**config.mk**
```make
export PLATFORM = sky130hd
export DESIGN_NAME = mem_stage_lsu
export DESIGN_NICKNAME = d
export VERILOG_FILES = /design/src/rtl/mem_stage_lsu.sv
export SDC_FILE = /design/constraint.sdc
export NUM_CORES = 1
export LEC_CHECK = 0
export ABC_AREA = 1
export BUFFER_PORTS_ARGS = -buffer_cell sky130_fd_sc_hd__buf_2
export CAP_MARGIN = 10
export CORE_UTILIZATION = 50
export DETAILED_ROUTE_END_ITERATION = 8
export PLACE_DENSITY = 0.81
export SLEW_MARGIN = 20
export SYNTH_ARGS = -nofsm -noshare
export SYNTH_HDL_FRONTEND = slang
export SYNTH_SLANG_ARGS = --single-unit
```
**constraint.sdc**
```tcl
create_clock -name clk -period 1.9 [get_ports clk]
set_input_delay 0.285 -clock clk [delete_from_list [all_inputs] [get_ports clk]]
set_output_delay 0.285 -clock clk [all_outputs]
set_load 0.02 [all_outputs]
```
**src/rtl/mem_stage_lsu.sv**
```systemverilog
// mem_stage_lsu
// MEM pipeline stage with a load-store unit front end. Holds the EX->MEM
// payload under the stall/flush protocol. Tracks one outstanding data-SRAM
// load response, which may arrive zero or more cycles after capture. Extracts
// and extends the loaded lane and drives the MEM->WB and MEM->RF forwarding
// buses.
//
// Parameters: DATA_W (32 or 64), PC_W, RF_AW, STALL_W (bit 3 = MEM, bit 4 = WB)
// Ports:
//   clk, rst (async, active-low), flush (sync clear), stall[STALL_W]
//   ex_valid/ex_pc/ex_rf_we/ex_rf_waddr/ex_result/ex_is_load/ex_ld_op : EX payload
//   data_sram_rvalid/data_sram_rdata : load response (aligned memory word)
//   stallreq_mem : load response still outstanding
//   addr_err     : misaligned or illegal load sitting in the stage
//   wb_*         : MEM->WB bus
//   fwd_*        : MEM->RF forwarding bus
module mem_stage_lsu #(
  parameter int DATA_W  = 32,
  parameter int PC_W    = 32,
  parameter int RF_AW   = 5,
  parameter int STALL_W = 6
) (
  input  logic               clk,
  input  logic               rst,
  input  logic               flush,
  input  logic [STALL_W-1:0] stall,
  input  logic               ex_valid,
  input  logic [PC_W-1:0]    ex_pc,
  input  logic               ex_rf_we,
  input  logic [RF_AW-1:0]   ex_rf_waddr,
  input  logic [DATA_W-1:0]  ex_result,
  input  logic               ex_is_load,
  input  logic [2:0]         ex_ld_op,
  input  logic               data_sram_rvalid,
  input  logic [DATA_W-1:0]  data_sram_rdata,
  output logic               stallreq_mem,
  output logic               addr_err,
  output logic               wb_valid,
  output logic [PC_W-1:0]    wb_pc,
  output logic               wb_rf_we,
  output logic [RF_AW-1:0]   wb_rf_waddr,
  output logic [DATA_W-1:0]  wb_rf_wdata,
  output logic               fwd_rf_we,
  output logic [RF_AW-1:0]   fwd_rf_waddr,
  output logic [DATA_W-1:0]  fwd_rf_wdata
);

  localparam int OFF_W = $clog2(DATA_W / 8);

  localparam logic [2:0] OP_LB  = 3'd0;
  localparam logic [2:0] OP_LH  = 3'd1;
  localparam logic [2:0] OP_LW  = 3'd2;
  localparam logic [2:0] OP_LD  = 3'd3;
  localparam logic [2:0] OP_LBU = 3'd4;
  localparam logic [2:0] OP_LHU = 3'd5;
  localparam logic [2:0] OP_LWU = 3'd6;

  localparam logic [STALL_W-1:0] MEM_WB_MASK = (STALL_W'(1) << 3) | (STALL_W'(1) << 4);

  typedef enum logic [1:0] {ST_IDLE, ST_WAIT, ST_GOT} ld_state_e;

  ld_state_e          state_q;
  logic               valid_q;
  logic [PC_W-1:0]    pc_q;
  logic               rf_we_q;
  logic [RF_AW-1:0]   waddr_q;
  logic [DATA_W-1:0]  result_q;
  logic               is_load_q;
  logic [2:0]         ld_op_q;
  logic [DATA_W-1:0]  rdata_q;

  logic [OFF_W-1:0]   off;
  logic [DATA_W-1:0]  raw;
  logic [31:0]        lane;
  logic [DATA_W-1:0]  extracted;
  logic               load_starts;

  // Only the MEM and WB bits of the stall vector matter to this stage.
  logic unused_stall;
  assign unused_stall = ^(stall & ~MEM_WB_MASK);

  // Alignment/legality rule shared by the EX side (to decide whether to wait
  // for a response) and by the stage itself (to raise addr_err).
  function automatic logic misaligned(input logic [2:0] op, input logic [OFF_W-1:0] o);
    logic bad;
    case (op)
      OP_LH, OP_LHU: bad = o[0];
      OP_LW:         bad = (o[1:0] != 2'b00);
      OP_LWU:        bad = (DATA_W == 32) || (o[1:0] != 2'b00);
      OP_LD:         bad = (DATA_W == 32) || (o != '0);
      3'd7:          bad = 1'b1;
      default:       bad = 1'b0;
    endcase
    return bad;
  endfunction

  // A faulting load never issues a memory wait, so it cannot stall the pipe.
  assign load_starts = ex_valid && ex_is_load && !misaligned(ex_ld_op, ex_result[OFF_W-1:0]);

  // Stage register and load FSM. Flush and the MEM-stalled/WB-free case both
  // empty the stage, abandoning any pending response. A held entry that sees
  // its response latches it so later changes on the SRAM bus do not matter.
  always_ff @(posedge clk or negedge rst) begin
    if (!rst) begin
      state_q   <= ST_IDLE;
      valid_q   <= 1'b0;
      pc_q      <= '0;
      rf_we_q   <= 1'b0;
      waddr_q   <= '0;
      result_q  <= '0;
      is_load_q <= 1'b0;
      ld_op_q   <= '0;
      rdata_q   <= '0;
    end else if (flush || (stall[3] && !stall[4])) begin
      state_q   <= ST_IDLE;
      valid_q   <= 1'b0;
      pc_q      <= '0;
      rf_we_q   <= 1'b0;
      waddr_q   <= '0;
      result_q  <= '0;
      is_load_q <= 1'b0;
      ld_op_q   <= '0;
      rdata_q   <= '0;
    end else if (!stall[3]) begin
      state_q   <= load_starts ? ST_WAIT : ST_IDLE;
      valid_q   <= ex_valid;
      pc_q      <= ex_pc;
      rf_we_q   <= ex_rf_we;
      waddr_q   <= ex_rf_waddr;
      result_q  <= ex_result;
      is_load_q <= ex_is_load;
      ld_op_q   <= ex_ld_op;
      rdata_q   <= '0;
    end else if (state_q == ST_WAIT && data_sram_rvalid) begin
      state_q <= ST_GOT;
      rdata_q <= data_sram_rdata;
    end
  end

  assign off  = result_q[OFF_W-1:0];
  assign raw  = (state_q == ST_GOT) ? rdata_q : data_sram_rdata;
  assign lane = 32'(raw >> {off, 3'b000});

  // Lane extraction; LD (and LWU on a 32-bit datapath) use the whole word.
  always_comb begin
    extracted = raw;
    case (ld_op_q)
      OP_LB:   extracted = DATA_W'($signed(lane[7:0]));
      OP_LH:   extracted = DATA_W'($signed(lane[15:0]));
      OP_LW:   extracted = DATA_W'($signed(lane));
      OP_LBU:  extracted = DATA_W'(lane[7:0]);
      OP_LHU:  extracted = DATA_W'(lane[15:0]);
      OP_LWU:  extracted = (DATA_W == 32) ? raw : DATA_W'(lane);
      default: extracted = raw;
    endcase
  end

  assign stallreq_mem = (state_q == ST_WAIT) && !data_sram_rvalid;
  assign addr_err     = valid_q && is_load_q && misaligned(ld_op_q, off);

  assign wb_valid    = valid_q && !stallreq_mem;
  assign wb_pc       = pc_q;
  assign wb_rf_we    = valid_q && rf_we_q && !addr_err;
  assign wb_rf_waddr = waddr_q;
  assign wb_rf_wdata = is_load_q ? extracted : result_q;

  // Forwarding must not expose a load value that has not arrived yet.
  assign fwd_rf_we    = wb_rf_we && !stallreq_mem;
  assign fwd_rf_waddr = waddr_q;
  assign fwd_rf_wdata = wb_rf_wdata;

endmodule

```
==> impl_results.md <==
- Total of buffers placed on input and output ports: ~220
- Clock transition at path regs: ~0.070 ns
- Combined flip-flop and latch cell area: approximately 2700 um^2
- Area taken by multi-input logic gates: approximately 3700 um^2
- Number of detailed-route iterations in the first pass: 6
- Count of endpoints failing setup in the final report: 67
- Final wirelength: approximately 22000 um
- Clock Root Buffer: clkbuf_16
- Mapped Cells: roughly 800
- Number of remaining DRC errors: 0
- Die X-Extent: about 110 um
- Clock tree buffer depth: 2
- Arrival time of the worst setup path: ~2.2 ns
- Worst path cell trace: inv_4 > buf_12 > clkbuf_16 > nand3_4 > nand3_4 > a21oi_2 > o21ai_1 > buf_4 > nand2_2 > nand2_2 > buf_6
- All-layer global routing usage: around 31%
- Flops & latches, synth: approximately 110
- Crit-path slowest cell: dfrtp_1
- R2R Path End: rdata_q[20]
- Die span in y: around 110 um
- Synthesized netlist net count: slightly above 900
- Hold endpoint: rf_we_q
- Via count of the first global-routing pass: between 6000 and 7000
- Count of boundary I/O pins: 228
- Number of buffer and inverter stages on the critical path: 5
- Result of the run: finished, violations left
- Finished layout cell area: 9530 um^2
- Number of hold violations in the final report: 0
- Slew at the pin closest to its max-slew limit: slightly below 0.5 ns
- TritonCTS clock tree: built
- Ant. Diodes: 0
- Layout overhead on the synthesized area: 52.0%
- Most utilized layer in the global route result: met2
- Reg2Reg Setup Slack: 0.21 ns
- Num rows: 40
- Largest delay share family, worst path: buffers and inverters
- Worst Hold Slack: 0.132 ns
- Filler-free cell count of the finished design: 1222
- PnR Total Power: roughly 6 mW
- RSZ-0062 raised after global routing: yes
- Synth cell types: 25
- Die Outline Area: about 13000 um^2
- Hold path startpoint: ex_rf_we
- Maximum vdd drop: around 0.00055 V
- Category of the worst setup path capture point: output pin
- Depth of the most critical reg-to-reg path: 7
- Clock network latency to the later pin of the worst-skew pair: approximately 0.36 ns
- Total clock buffers created by CTS: 9
- Syn Std Cell Area: ~6300 um^2
- Violated checks: negative setup slack
- Clock skew: slightly above 0.007 ns
- CTS Sinks: 109
- Count of vias placed by the detailed router: about 7000
- Number of antenna violations at the first check in global routing: 0
- Met3 usage: 5.42%
- Number of fill cells in the layout: a little over 800
- Core outline area: ~12000 um^2
- Utilization after layout: 78.7%
- RR Startpoint: state_q[1]
- Final period util: 129%
- Least setup slack across all paths after layout: -0.553 ns
- Global-route wire length before repair: around 31000 um
- Slowest Stage Delay on Critical Path: 0.42 ns
- Data required time of the critical path: 1.62 ns
- GR Overflow Total: 0
- Worst setup SP type: register
- Largest net degree at the start of global routing: 63
- 1st-iter DRT viols: between 600 and 700
- Via count normalized by instance count: around 5.7
- Half-perimeter wire length after placement: 14100 um
- Layout Nets: 1168
- Initial Util: 51.8%
- Highest fanout seen on the critical path: 8
- Number of antenna-violating nets in the routed design: 0
- Met2 usage: 53.7%
- Count of synthesis-stage warnings from yosys: 0
- Routing usage on met1: 39.4%
- Sequential cell area fraction in the yosys report: a little over two fifths
- Area post-placement: between 7000 and 8000 um^2
- Average wire per standard cell: 18.2 um
- Pins over their slew limit: 0
- Max_cap viols: 0
- Hold Path Stages: 3
- Critical path startpoint: state_q[0]
- Fmax: a little over 0.4 GHz
- PD cells: around 600 nW/um^2
- Synth Area per Inst: slightly below 8 um^2
- Critical setup path kind: register to output pin
- Worst slew margin: around two thirds
- Post-route minimum period: about 2.5 ns
- Routability-driven placement congestion ratio: between 0.9 and 1
- Hold Path Class: input pin to register
- H-tree lvl count: 3
- Post-Place Cells: 1190
- Layout cells sized above 1: 49.5%
- Leakage component of the power: ~5.0 nW
==> per-layer routing <==
metal / up-vias / share of wire [%]
met2: 371 / 52
met1: 3337 / 38
li1: 3194 / -
met5: - / 0
met4: 0 / 2.6
met3: 53 / 7.0
==> layout make-up <==
type                    instances  share of cell area [%]
flip-flops and latches        109                    28.7
well taps                     168                    2.21
inverters                      54                    2.25
multi-input cells             555                    38.5
clock buffers                  10                    2.40
clock inverters                 4                   0.368
repair buffers                322                    25.7
==> timing repair <==
item	CTS	global route
pin swaps	24	51
cloned	6	3
resized for setup	185	147
endpoints found under the hold margin	80	0
buffers inserted	6	3
hold buffers	1	0
endpoints found under the setup margin	68	68
==> registers in the layout, summed over array words and instances (netlist names) <==
signal	cells
is_load_q	1
result_q	32
valid_q	1
rdata_q	32
wb_pc	32
state_q	2
ld_op_q	3
fwd_rf_waddr	5
rf_we_q	1
==> cell usage in the layout (no fill, tap or decap), types with 4 or more instances in the layout <==
master     instances
buf_2            157
nand2_4           10
clkbuf_16         12
nand3_4           20
nor2_2             4
o21ai_2            5
nand2_2           72
o21ai_1           12
dfrtp_1          107
nand3_2           49
a21oi_1            8
a31oi_1           18
o21ai_0           18
buf_4             89
a21oi_2            7
nor2_4             4
buf_6             60
nor2_1             9
inv_1             47
a22o_1            66
nand3_1           96
buf_12            10
nand2_1          144
==> worst max path at each step <==
stage / end / slack, ns / depth (start not counted)
CTS: fwd_rf_wdata[14] / -0.42 / 13
global placement: fwd_rf_wdata[10] / -0.14 / 11
finish: fwd_rf_wdata[4] / -0.55 / 11
floorplan: wb_valid / 0.008 / 5
detailed placement: wb_rf_wdata[10] / -0.17 / 11
global route: fwd_rf_wdata[14] / -0.59 / 13
==> cell families after synthesis <==
group                  synth area share (%)
and+or+nand+nor                        28.7
buffers and inverters                  12.0
AOI/OAI and AO/OA                      15.8
DFF                                    43.5
==> tightest hold or removal path, stage by stage <==
cell and delay (ns):
buf_2 0.08, nand2_1 0.04, nand2_1 0.05
==> where the power goes <==
part	switching, mW	leakage [nW]	internal [mW]	total, mW
Clock	0.859	0.123	0.890	1.75
Combinational	0.967	3.39	0.675	1.64
Sequential	0.0763	1.47	2.43	2.50
Total	1.90	4.98	3.99	5.89
==> synth_stat cells, drive strengths merged <==
master / number / area share, %
nand2: 227 / 14
nand3: 161 / 13
dfrtp: 109 / 44
buf: 70 / 7.6
a22o: 66 / 9.2
inv: 54 / 3.2
o21ai: 36 / 2.9
clkbuf: 20 / 1.2
a21oi: 18 / 1.4
a31oi: 18 / 1.8
nor2: 17 / 1.3
nor3: 3 / 0.24
o22ai: 3 / 0.30
o32ai: 1 / 0.14
or2: 1 / 0.10
==> through the flow <==
stage | TNS [ns] | setup WS [ns]
2_1_floorplan | 0 | 0.00808
6_report | -28.67 | -0.553
4_1_cts | -24.56 | -0.420
3_3_place_gp | -6.01 | -0.140
3_5_place_dp | -7.94 | -0.172
5_1_grt | -33.41 | -0.589
(Power assumes the default switching activity.)
